==> src/rtl/vga_scan_out.sv <==
//-----------------------------------------------------------------------------
// vga_scan_out
//
// Raster timing generator and scan-out stage for the frame-image ROM path.
// Owns the 800x600 raster, issues a row-major read address to the frame ROM,
// takes back the 12-bit {r,g,b} word RD_LAT cycles later, and drives the
// VGA connector with blanking applied.
//
// Every output leaves the block RD_LAT+1 cycles after the raster position it
// belongs to. rd_addr is the one exception: it is the stage-0 request itself.
//
// Optional build macro: VGA_TEST_PATTERN_EN
//   When defined, the block gains a pat_en input. With pat_en=1 the visible
//   pixels show eight vertical colour bars instead of rgb_in. Timing,
//   rd_addr and de do not change.
//
// Ports:
//   clk          in   1   pixel clock
//   rst          in   1   synchronous active-high reset
//   pat_en       in   1   colour-bar select (VGA_TEST_PATTERN_EN builds only)
//   rd_addr      out  19  frame ROM address, 0..H_ACTIVE*V_ACTIVE-1
//   rgb_in       in   12  ROM data {r,g,b}, valid RD_LAT cycles after rd_addr
//   r, g, b      out  4   colour channels, 0 while blanked
//   hs, vs       out  1   sync pulses, asserted level = SYNC_POL
//   de           out  1   display enable, aligned with r/g/b
//   frame_start  out  1   one-cycle pulse with pixel (0,0) on the outputs
//-----------------------------------------------------------------------------
module vga_scan_out #(
  parameter int H_ACTIVE = 800,
  parameter int H_FP     = 56,
  parameter int H_SYNC   = 120,
  parameter int H_BP     = 64,
  parameter int V_ACTIVE = 600,
  parameter int V_FP     = 37,
  parameter int V_SYNC   = 6,
  parameter int V_BP     = 23,
  parameter bit SYNC_POL = 1'b1,
  parameter int RD_LAT   = 1
) (
  input  logic        clk,
  input  logic        rst,
`ifdef VGA_TEST_PATTERN_EN
  input  logic        pat_en,
`endif
  output logic [18:0] rd_addr,
  input  logic [11:0] rgb_in,
  output logic [3:0]  r,
  output logic [3:0]  g,
  output logic [3:0]  b,
  output logic        hs,
  output logic        vs,
  output logic        de,
  output logic        frame_start
);

  localparam int H_TOTAL = H_ACTIVE + H_FP + H_SYNC + H_BP;
  localparam int V_TOTAL = V_ACTIVE + V_FP + V_SYNC + V_BP;
  localparam int HW      = $clog2(H_TOTAL);
  localparam int VW      = $clog2(V_TOTAL);

  localparam logic [HW-1:0] H_LAST_C   = HW'(H_TOTAL - 1);
  localparam logic [HW-1:0] H_ACT_C    = HW'(H_ACTIVE);
  localparam logic [HW-1:0] H_ALAST_C  = HW'(H_ACTIVE - 1);
  localparam logic [HW-1:0] H_SSTART_C = HW'(H_ACTIVE + H_FP);
  localparam logic [HW-1:0] H_SEND_C   = HW'(H_ACTIVE + H_FP + H_SYNC);
  localparam logic [VW-1:0] V_LAST_C   = VW'(V_TOTAL - 1);
  localparam logic [VW-1:0] V_ACT_C    = VW'(V_ACTIVE);
  localparam logic [VW-1:0] V_ALAST_C  = VW'(V_ACTIVE - 1);
  localparam logic [VW-1:0] V_SSTART_C = VW'(V_ACTIVE + V_FP);
  localparam logic [VW-1:0] V_SEND_C   = VW'(V_ACTIVE + V_FP + V_SYNC);

  // Stage-0 raster state
  logic [HW-1:0] h_cnt_r, h_nxt_s;
  logic [VW-1:0] v_cnt_r, v_nxt_s;
  logic [18:0]   addr_r, addr_nxt_s;
  logic          h_wrap_s, v_wrap_s, last_px_s;
  logic          active_s, hs_raw_s, vs_raw_s, fs_raw_s;

  // Delay lines matching the ROM latency; index RD_LAT-1 is the aligned tap
  logic [RD_LAT-1:0] act_sr_r;
  logic [RD_LAT-1:0] hs_sr_r;
  logic [RD_LAT-1:0] vs_sr_r;
  logic [RD_LAT-1:0] fs_sr_r;

  logic [11:0] pix_s;

`ifdef VGA_TEST_PATTERN_EN
  localparam int BAR_W = H_ACTIVE / 8;
  localparam int BW    = $clog2(BAR_W + 1);
  localparam logic [BW-1:0] BAR_LAST_C = BW'(BAR_W - 1);

  logic [BW-1:0] bar_px_r;
  logic [2:0]    bar_idx_r;
  logic [2:0]    bar_sr_r [RD_LAT];

  // Bar colours, left to right: white, yellow, cyan, green, magenta, red, blue, black
  function automatic logic [11:0] bar_colour(input logic [2:0] idx);
    logic [11:0] c;
    case (idx)
      3'd0:    c = 12'hFFF;
      3'd1:    c = 12'hFF0;
      3'd2:    c = 12'h0FF;
      3'd3:    c = 12'h0F0;
      3'd4:    c = 12'hF0F;
      3'd5:    c = 12'hF00;
      3'd6:    c = 12'h00F;
      3'd7:    c = 12'h000;
      default: c = 12'h000;
    endcase
    return c;
  endfunction
`endif

  // Raster decode: counter next-state, address next-state and stage-0 flags
  always_comb begin
    h_wrap_s  = (h_cnt_r == H_LAST_C);
    v_wrap_s  = (v_cnt_r == V_LAST_C);
    active_s  = (h_cnt_r < H_ACT_C) && (v_cnt_r < V_ACT_C);
    hs_raw_s  = (h_cnt_r >= H_SSTART_C) && (h_cnt_r < H_SEND_C);
    // vs depends on v_cnt only, so it can only move on a line boundary
    vs_raw_s  = (v_cnt_r >= V_SSTART_C) && (v_cnt_r < V_SEND_C);
    fs_raw_s  = (h_cnt_r == {HW{1'b0}}) && (v_cnt_r == {VW{1'b0}});
    last_px_s = (h_cnt_r == H_ALAST_C) && (v_cnt_r == V_ALAST_C);

    if (h_wrap_s) begin
      h_nxt_s = {HW{1'b0}};
    end else begin
      h_nxt_s = h_cnt_r + HW'(1);
    end

    if (h_wrap_s && v_wrap_s) begin
      v_nxt_s = {VW{1'b0}};
    end else if (h_wrap_s) begin
      v_nxt_s = v_cnt_r + VW'(1);
    end else begin
      v_nxt_s = v_cnt_r;
    end

    // The final visible pixel does not advance the address, so the
    // one-past-the-end value is never put on the bus during vertical blanking.
    if (h_wrap_s && v_wrap_s) begin
      addr_nxt_s = 19'd0;
    end else if (active_s && !last_px_s) begin
      addr_nxt_s = addr_r + 19'd1;
    end else begin
      addr_nxt_s = addr_r;
    end
  end

  // Raster counters and ROM read address
  always_ff @(posedge clk) begin
    if (rst) begin
      h_cnt_r <= {HW{1'b0}};
      v_cnt_r <= {VW{1'b0}};
      addr_r  <= 19'd0;
    end else begin
      h_cnt_r <= h_nxt_s;
      v_cnt_r <= v_nxt_s;
      addr_r  <= addr_nxt_s;
    end
  end

  assign rd_addr = addr_r;

  // Control delay lines, RD_LAT deep, so flags meet the matching ROM word
  always_ff @(posedge clk) begin
    if (rst) begin
      act_sr_r <= {RD_LAT{1'b0}};
      hs_sr_r  <= {RD_LAT{1'b0}};
      vs_sr_r  <= {RD_LAT{1'b0}};
      fs_sr_r  <= {RD_LAT{1'b0}};
    end else begin
      act_sr_r[0] <= active_s;
      hs_sr_r[0]  <= hs_raw_s;
      vs_sr_r[0]  <= vs_raw_s;
      fs_sr_r[0]  <= fs_raw_s;
      for (int i = 1; i < RD_LAT; i++) begin
        act_sr_r[i] <= act_sr_r[i-1];
        hs_sr_r[i]  <= hs_sr_r[i-1];
        vs_sr_r[i]  <= vs_sr_r[i-1];
        fs_sr_r[i]  <= fs_sr_r[i-1];
      end
    end
  end

`ifdef VGA_TEST_PATTERN_EN
  // Stage-0 bar position: a pixel counter within the bar plus the bar number
  always_ff @(posedge clk) begin
    if (rst) begin
      bar_px_r  <= {BW{1'b0}};
      bar_idx_r <= 3'd0;
    end else if (h_wrap_s) begin
      bar_px_r  <= {BW{1'b0}};
      bar_idx_r <= 3'd0;
    end else if (active_s) begin
      if (bar_px_r == BAR_LAST_C) begin
        bar_px_r  <= {BW{1'b0}};
        bar_idx_r <= bar_idx_r + 3'd1;
      end else begin
        bar_px_r  <= bar_px_r + BW'(1);
        bar_idx_r <= bar_idx_r;
      end
    end else begin
      bar_px_r  <= bar_px_r;
      bar_idx_r <= bar_idx_r;
    end
  end

  // Delay the bar number alongside the other control flags
  always_ff @(posedge clk) begin
    if (rst) begin
      for (int i = 0; i < RD_LAT; i++) begin
        bar_sr_r[i] <= 3'd0;
      end
    end else begin
      bar_sr_r[0] <= bar_idx_r;
      for (int i = 1; i < RD_LAT; i++) begin
        bar_sr_r[i] <= bar_sr_r[i-1];
      end
    end
  end
`endif

  // Pixel source select with blanking; rgb_in is ignored outside the active area
  always_comb begin
    pix_s = 12'h000;
    if (act_sr_r[RD_LAT-1]) begin
`ifdef VGA_TEST_PATTERN_EN
      if (pat_en) begin
        pix_s = bar_colour(bar_sr_r[RD_LAT-1]);
      end else begin
        pix_s = rgb_in;
      end
`else
      pix_s = rgb_in;
`endif
    end else begin
      pix_s = 12'h000;
    end
  end

  // Output register; sync polarity applied here so the raw flags stay active-high
  always_ff @(posedge clk) begin
    if (rst) begin
      r           <= 4'h0;
      g           <= 4'h0;
      b           <= 4'h0;
      de          <= 1'b0;
      frame_start <= 1'b0;
      hs          <= ~SYNC_POL;
      vs          <= ~SYNC_POL;
    end else begin
      r           <= pix_s[11:8];
      g           <= pix_s[7:4];
      b           <= pix_s[3:0];
      de          <= act_sr_r[RD_LAT-1];
      frame_start <= fs_sr_r[RD_LAT-1];
      hs          <= ~(hs_sr_r[RD_LAT-1] ^ SYNC_POL);
      vs          <= ~(vs_sr_r[RD_LAT-1] ^ SYNC_POL);
    end
  end

endmodule

==> config.mk <==
export PLATFORM = sky130hd
export DESIGN_NAME = vga_scan_out
export DESIGN_NICKNAME = d
export VERILOG_FILES = /design/src/rtl/vga_scan_out.sv
export SDC_FILE = /design/constraint.sdc
export NUM_CORES = 1
export LEC_CHECK = 0
export ABC_AREA = 0
export BUFFER_PORTS_ARGS = -buffer_cell sky130_fd_sc_hd__buf_2
export CAP_MARGIN = 0
export CORE_MARGIN = 3
export CORE_UTILIZATION = 50
export DETAILED_ROUTE_END_ITERATION = 10
export HOLD_SLACK_MARGIN = 0.03
export PLACE_DENSITY_LB_ADDON = 0.15
export SLEW_MARGIN = 20
export SYNTH_ARGS = -nofsm -noshare
export SYNTH_HDL_FRONTEND = slang
export SYNTH_SLANG_ARGS = --single-unit
==> constraint.sdc <==
create_clock -name clk -period 2.1 [get_ports clk]
set_input_delay 0.21 -clock clk [delete_from_list [all_inputs] [get_ports clk]]
set_output_delay 0.21 -clock clk [all_outputs]
set_load 0.01 [all_outputs]
==> results.json, run 1 <==
{
  "p_per_area_mw_per_mm2": 677,
  "worstMarginPinSlew_ns": 0.596,
  "async_flop_share": 0,
  "max_cap_viol_count": 0,
  "slew_violations": 0,
  "numCtsBuffers": 9,
  "die_height_um": 80.5,
  "cp.arrival_ns": 2.28,
  "via_count": 2363,
  "timing.hold.ws_ns": 0.0724,
  "final_common_cell": "dfxtp_1",
  "slowest_stage": "or4_1",
  "fin_crit_sh": 0.959,
  "p_leak_nw": 1.45,
  "setup_tns_ns": 0,
  "worstPathCellList": "nor2_1 > nor2b_1 > or4_4 > buf_12 > or4_1 > a21oi_1",
  "switching_share": 0.237,
  "combPwrFrac": 0.047,
  "cts-htree-levels": 3,
  "min_path_type": "in -> reg",
  "worst_slack_ns": 0.0864,
  "slew-limit-headroom": 0.602,
  "synthTopCellsByArea": "dfxtp_1 (43%), nor2_1 (4.5%), or4_1 (4.3%)",
  "power_switching_w": 0.000549,
  "path_buf_inv": 1,
  "skew_ns": 0.00774,
  "grt_overflow_total": 0,
  "gr-usage-met3": 0.0583,
  "crit_type": "reg -> reg",
  "crit_end": "rd_addr[7]",
  "worst-path-stages": 6,
  "antenna_found_initial": 0,
  "rr_startpoint": "v_cnt_r[7]",
  "syn2layout_area_growth_pct": 23.4,
  "drt_first_pass_iters": 4,
  "ir_worst_vdd_mv": 0.550,
  "synthFlopType": "dfxtp_1",
  "reg2reg_depth": 6,
  "synth-warning-count": 0,
  "nNetsFinal": 393,
  "status": "complete, no violations",
  "fmax_mhz": 497,
  "die_x_um": 80.5,
  "drive_above_1_share": 0.286,
  "final_hold_viol_count": 0,
  "cts_tree": "yes",
  "die_area_mm2": 0.00648,
  "grt_pass1_vias": 2174,
  "r2r_end": "rd_addr[7]",
  "clk_pin_slew_ns": 0.08,
  "required_ns": 2.36,
  "synth_nets": 326,
  "root_buffer": "clkbuf_8",
  "setup_viol": 0,
  "endpoint_kind": "flop",
  "drc": 0,
  "clkPwrFrac": 0.447,
  "rows": 26,
  "cts_hold_buffers": 0,
  "rsz0062_at_grt": "false",
  "intPower_w": 0.00177,
  "min_period_ns": 2.01,
  "power_w": 0.00232,
  "hpwl_um": 4190,
  "drt_iter0_drc": 100,
  "wl_per_cell_um": 13.4,
  "ys_ff_latch": 60,
  "cts_sinks": 60,
  "antenna_left": 0,
  "avgViaCountPerCell": 5.29,
  "synth_edf_count": 0,
  "initial_core_util": 0.530,
  "cpPeakStageDelay_ns": 0.50,
  "startpoint": "v_cnt_r[7]",
  "cp-start-kind": "flop",
  "syn_inst": 305,
  "routed_wl_um": 5990,
  "syn_area_per_cell_um2": 9.09,
  "final_util": 0.653,
  "synth.top_cell.area_share": 0.433,
  "grt_pass1_wl_um": 9980,
  "busiest_layer": "met2",
  "gr-usage-met2": 0.333,
  "clockBufferDepth": 2,
  "grt_use_total": 0.197,
  "synth_cell_types": 40,
  "p_seq_frac": 0.507,
  "met1_usage": 0.236,
  "pin_count": 49,
  "clk_latency_ns": 0.33,
  "syn_area_mm2": 0.00277,
  "yosysTopAreaCell": "dfxtp_1",
  "rrSetupSlack_ns": 0.09,
  "critical_path.max_fanout": 34,
  "synth_sequential_area_ratio": 0.433,
  "n_antenna_cell": 0,
  "final_cell_mix": "dfxtp_1 (60), buf_2 (49), nor2_1 (33)",
  "pre_cts_ws_ns": -0.0389,
  "gp_congestion": 0.819,
  "grt_max_degree": 35,
  "portBuffers": 48,
  "core_area_mm2": 0.00524,
  "crit_family": "simple AND/OR/NAND/NOR gates"
}
worst min path at each step:
stage	from	to	slack, ns	depth (start not counted)
floorplan	rgb_in[0]	b[0]	0.33	1
global placement	rgb_in[11]	r[3]	0.41	2
detailed placement	rgb_in[8]	r[0]	0.41	2
CTS	rgb_in[8]	r[0]	0.05	2
global route	rgb_in[8]	r[0]	0.05	2
finish	rgb_in[8]	r[0]	0.07	2
worst reg2reg max path: stages, from the launching register on:
cell     delay (ns)
dfxtp_1        0.32
nor2_1         0.23
nor2b_1        0.10
or4_4          0.44
buf_12         0.18
or4_1          0.51
a21oi_1        0.17
area by class of cell:
class,count,area [um2]
clock buffers,9,124
clock inverters,7,75.1
fillers,471,1820
inverters,8,30.0
multi-input cells,218,1430
flip-flops and latches,60,1200
well taps,70,87.6
repair buffers,75,478
through the flow:
step	std cells	cell area [um2]
after floorplan	305	2770
after global placement	429	3190
after detailed placement	429	3190
after CTS	447	3420
after global routing	447	3420
final	447	3420
state kept, by name (all words and copies together) (netlist names):
name	count
hs_sr_r	1
rd_addr	19
fs_sr_r	1
v_cnt_r	10
act_sr_r	1
h_cnt_r	11
hs	1
de	1
r	4
g	4
frame_start	1
vs	1
vs_sr_r	1
b	4
power by group through the flow:
stage | registers (W) | clock network [W] | logic [W]
4_1_cts | 0.00117 | 0.00106 | 0.000110
5_1_grt | 0.00118 | 0.00112 | 0.000122
3_3_place_gp | 0.00120 | 0 | 0.000107
2_1_floorplan | 0.00121 | 0 | 0.0000559
3_5_place_dp | 0.00120 | 0 | 0.000109
6_report | 0.00117 | 0.00103 | 0.000108
Yosys cell counts (4+ instances only):
cell type	instances
nor4_1	5
nand4_1	15
inv_1	8
clkbuf_8	4
nor3_1	7
dfxtp_1	60
or4_1	16
nor2_1	33
nor2b_1	5
mux2i_1	5
clkbuf_1	8
xor2_1	11
and3_1	4
ha_1	7
nand2_1	19
buf_6	4
a21oi_1	17
and2_1	13
nand2b_1	5
nand3_1	13
xnor2_1	7
o31ai_1	13
timing repair:
item                                    in CTS  in global routing
resized for setup                            3                  4
endpoints found under the setup margin      21                 17
buffers inserted                             1                  0
cloned                                       1                  0
logic make-up after synthesis:
| logic type | share of synthesized area |
|---|---|
| buffers and inverters | 0.0641 |
| AO/OA/AOI/OAI | 0.0871 |
| adder cells (fa/ha/maj) | 0.0316 |
| multiplexers | 0.0180 |
| XOR/XNOR | 0.0568 |
| AND/OR/NAND/NOR | 0.309 |
| flip-flops | 0.433 |
metal layers:
| metal | up-vias | wire length, um |
|---|---|---|
| li1 | 1215 | - |
| met1 | 1092 | 2690 |
| met2 | 50 | 2990 |
| met3 | 6 | 241 |
| met4 | 0 | 60 |
| met5 | - | 0 |
Power figures use the tool's default switching activity.
==> run 2, diff against run 1 <==
CORE_MARGIN = 4   (was 3)
==> results.json, run 2 (synthesis gave the netlist of run 1 again) <==
{
  "grt_pass1_vias": 2180,
  "cpPeakStageDelay_ns": 0.54,
  "final_hold_viol_count": 0,
  "setup_viol": 0,
  "portBuffers": 48,
  "grt_use_total": 0.190,
  "drt_first_pass_iters": 4,
  "fin_crit_sh": 0.970,
  "cts_sinks": 60,
  "antenna_found_initial": 0,
  "skew_ns": 0.00833,
  "r2r_end": "rd_addr[7]",
  "ff_latch_area_mm2": 0.00120,
  "p_leak_nw": 1.43,
  "die_area_mm2": 0.00680,
  "placedCellCount": 428,
  "hpwl_um": 4220,
  "crit_type": "reg -> reg",
  "drive_above_1_share": 0.281,
  "rrSetupSlack_ns": 0.06,
  "reg2reg_depth": 6,
  "slew-limit-headroom": 0.570,
  "final_cells": 444,
  "clk_pin_slew_ns": 0.07,
  "slowest_stage": "or4_1",
  "p_per_area_mw_per_mm2": 666,
  "grt_pass1_wl_um": 9960,
  "antenna_left": 0,
  "setup_tns_ns": 0,
  "min_period_ns": 2.04,
  "wl_per_cell_um": 13.3,
  "status": "complete, no violations",
  "rows": 26,
  "routed_wl_um": 5930,
  "final_util": 0.645,
  "die_x_um": 82.5,
  "core_area_mm2": 0.00524,
  "ir_worst_vdd_mv": 0.383,
  "clk_latency_ns": 0.34,
  "fmax_mhz": 491,
  "multi_input_area_mm2": 0.00142,
  "drc": 0,
  "fillers": 442,
  "worstPathCellList": "nand2_1 > o32ai_2 > or4_4 > buf_12 > or4_1 > a21oi_2",
  "cts_tree": "yes",
  "syn2layout_area_growth_pct": 21.9,
  "worstMarginPinSlew_ns": 0.645,
  "rr_startpoint": "v_cnt_r[6]",
  "cts-htree-levels": 3,
  "required_ns": 2.37,
  "cts_hold_buffers": 0,
  "holdPathStages": 2,
  "critical_path.max_fanout": 34,
  "drt_iter0_drc": 97,
  "endpoint_kind": "flop",
  "root_buffer": "clkbuf_8",
  "grt_overflow_total": 0,
  "final_cell_mix": "dfxtp_1 (60), buf_2 (48), nor2_1 (33)",
  "die_height_um": 82.5,
  "max_cap_viol_count": 0,
  "n_antenna_cell": 0,
  "gp_congestion": 0.845,
  "avgViaCountPerCell": 5.29,
  "cp-start-kind": "flop",
  "nNetsFinal": 390,
  "numCtsBuffers": 9,
  "slew_violations": 0,
  "clockBufferDepth": 2,
  "final_common_cell": "dfxtp_1",
  "largest_reg_flops": 19,
  "min_path_type": "in -> reg",
  "holdPathEnd": "g[1]",
  "via_count": 2350,
  "grt_max_degree": 35,
  "worstHoldStart": "rgb_in[5]",
  "pin_count": 49,
  "initial_core_util": 0.530,
  "cp.arrival_ns": 2.31
}
## run 2: cell count changes in the layout (fill, tap and decap cells not counted), sizes merged
cell      change
buf           -3
bufinv        -1
clkbuf        +3
clkinv        -1
clkinvlp      +1
inv           -2
## run 2: final cells by class
cell class / instances / share of cell area
repair buffers: 72 / 0.135
inverters: 8 / 0.00888
well taps: 70 / 0.0259
flip-flops and latches: 60 / 0.355
clock inverters: 4 / 0.00666
clock buffers: 12 / 0.0489
multi-input cells: 218 / 0.419
## run 2: how the worst max path moves through the flow
stage / start / to / slack [ns] / cells after the start
finish: v_cnt_r[6] / rd_addr[7] / 0.06 / 6
global route: v_cnt_r[4] / rd_addr[7] / -0.009 / 6
CTS: h_cnt_r[10] / rd_addr[7] / 0.01 / 6
detailed placement: h_cnt_r[10] / rd_addr[7] / 0.03 / 6
global placement: v_cnt_r[4] / rd_addr[13] / 0.11 / 6
floorplan: v_cnt_r[0] / rd_addr[18] / 0.02 / 7
## run 2: per-stage QoR
| step | setup WS, ns | area [um2] | total power (W) | hold slack, ns |
|---|---|---|---|---|
| finish | 0.0622 | 3380 | 0.00225 | 0.0698 |
| detailed placement | 0.0285 | 3170 | 0.00131 | 0.413 |
| global placement | 0.108 | 3170 | 0.00131 | 0.409 |
| global route | -0.00864 | 3380 | 0.00235 | 0.0494 |
| CTS | 0.0123 | 3350 | 0.00228 | 0.0546 |
| floorplan | 0.0159 | 2770 | 0.00126 | 0.332 |
## run 2: where the power goes
part / switching (W) / total (W) / internal (W)
registers: 0.0000122 / 0.00117 / 0.00116
logic: 0.0000606 / 0.000111 / 0.0000499
clock network: 0.000447 / 0.000966 / 0.000518
total: 0.000520 / 0.00225 / 0.00173
## run 2: repair_timing
| item | 4_1_cts | 5_1_grt |
|---|---|---|
| buffers inserted | 0 | 0 |
| gates resized for setup | 0 | 7 |
| endpoints found under the setup margin | 0 | 13 |
## run 2: per-layer routing
metal / vias to the layer above / GRT usage / wire length, um
met4: 0 / 0.0864 / 100
met5: - / 0 / 0
li1: 1209 / - / -
met2: 39 / 0.299 / 2830
met3: 9 / 0.0521 / 247
met1: 1093 / 0.242 / 2750
## run 2: worst max-delay path: cells and delay by family (launching register included)
kind	cells	cell delay [ns]
simple gates	3	1.18
flops	1	0.37
compound gates	2	0.23
buf+inv	1	0.18
==> run 3, diff against run 2 <==
CORE_UTILIZATION = 45   (was 50)
==> results.json, run 3 (synthesis gave the netlist of run 1 again) <==
{
  "power_w": 0.00232,
  "nNetsFinal": 392,
  "largest_reg_flops": 19,
  "cp-start-kind": "flop",
  "initial_core_util": 0.466,
  "cts_sinks": 60,
  "gp_congestion": 0.858,
  "die_height_um": 86.5,
  "slew-limit-headroom": 0.593,
  "avgViaCountPerCell": 5.35,
  "cts_tree": "yes",
  "max_cap_viol_count": 0,
  "skew_ns": 0.00946,
  "status": "complete, no violations",
  "grt_use_total": 0.172,
  "drt_iter0_drc": 100,
  "core_area_mm2": 0.00596,
  "p_leak_nw": 1.45,
  "ir_worst_vdd_mv": 0.354,
  "via_count": 2413,
  "critical_path.max_fanout": 34,
  "worstMarginPinSlew_ns": 0.609,
  "setup_viol": 0,
  "fin_crit_sh": 0.962,
  "clockBufferDepth": 2,
  "drc": 0,
  "antenna_left": 0,
  "n_antenna_cell": 0,
  "clk_pin_slew_ns": 0.08,
  "hpwl_um": 4250,
  "final_util": 0.574,
  "die_area_mm2": 0.00748,
  "drt_first_pass_iters": 4,
  "portBuffers": 48,
  "p_per_area_mw_per_mm2": 680,
  "syn2layout_area_growth_pct": 23.1,
  "wl_per_cell_um": 13.4,
  "rows": 28,
  "cp.arrival_ns": 2.29,
  "required_ns": 2.38,
  "final_common_cell": "dfxtp_1",
  "routed_wl_um": 6020,
  "cts-htree-levels": 3,
  "min_period_ns": 2.02,
  "final_hold_viol_count": 0,
  "slew_violations": 0,
  "clk_latency_ns": 0.34,
  "final_cell_mix": "dfxtp_1 (60), buf_2 (48), nor2_1 (33)",
  "fmax_mhz": 495,
  "root_buffer": "clkbuf_8",
  "timing.hold.ws_ns": 0.0592,
  "min_path_type": "in -> reg",
  "placedCellCount": 433,
  "numCtsBuffers": 9,
  "grt_pass1_vias": 2257,
  "pin_count": 49,
  "die_x_um": 86.5,
  "crit_type": "reg -> reg",
  "drive_above_1_share": 0.285,
  "final_cells": 451,
  "fillers": 567,
  "grt_pass1_wl_um": 10100,
  "grt_max_degree": 35,
  "grt_overflow_total": 0,
  "endpoint_kind": "flop",
  "antenna_found_initial": 0
}
==> run 3: cell types whose count changed in the layout (fill, tap and decap cells not counted), sizes merged <==
cell	delta
buf	+2
bufinv	+1
clkbuf	-3
clkinv	+2
==> run 3: area by class of cell <==
class	instances	area (um2)	share of cell area
multi-input combinational	218	1420	0.415
timing repair buffer	74	473	0.138
clock buffer	9	124	0.0363
clock inverter	7	77.6	0.0227
sequential	60	1200	0.352
inverter	8	30.0	0.00879
tap	75	93.8	0.0275
==> run 3: per-stage QoR <==
stage | worst slack [ns] | instance area (um2) | TNS (ns)
2_1_floorplan | 0.0159 | 2770 | 0
3_3_place_gp | 0.0945 | 3170 | 0
3_5_place_dp | 0.0513 | 3170 | 0
4_1_cts | 0.0362 | 3370 | 0
5_1_grt | -0.0246 | 3420 | -0.0246
6_report | 0.0806 | 3420 | 0
==> run 3: routing by layer <==
metal / vias to the layer above / track usage / routed length (um)
met5: - / 0 / 0
li1: 1217 / - / -
met1: 1140 / 0.211 / 2710
met3: 10 / 0.0523 / 235
met2: 46 / 0.271 / 2980
met4: 0 / 0.0921 / 97
==> run 3: report_power, final <==
part           internal (W)  switching (W)  leakage, nW
clock network      0.000553       0.000488       0.0994
logic             0.0000487      0.0000589        0.859
registers           0.00116      0.0000118        0.487
total               0.00176       0.000559         1.45
==> run 3: final timing paths <==
check / start / endpoint / slack (ns) / cells past startpoint
hold reg to reg: fs_sr_r / frame_start / 0.44 / 1
setup reg to reg: v_cnt_r[4] / rd_addr[8] / 0.08 / 6
hold / removal: rgb_in[10] / r[2] / 0.06 / 2
setup / recovery: v_cnt_r[4] / rd_addr[8] / 0.08 / 6
==> run 3: worst max-delay path, cell delays in order, from the launching register on <==
cell     delay (ns)
dfxtp_1        0.32
a21oi_2        0.15
o32ai_2        0.10
or4_4          0.53
buf_12         0.18
or4_1          0.52
a21oi_2        0.15
==> run 3: repair_timing <==
action                     CTS  global route
hold buffers                 0             0
buffers inserted             0             2
gates resized for setup      0             7
setup endpoints to repair    0            23
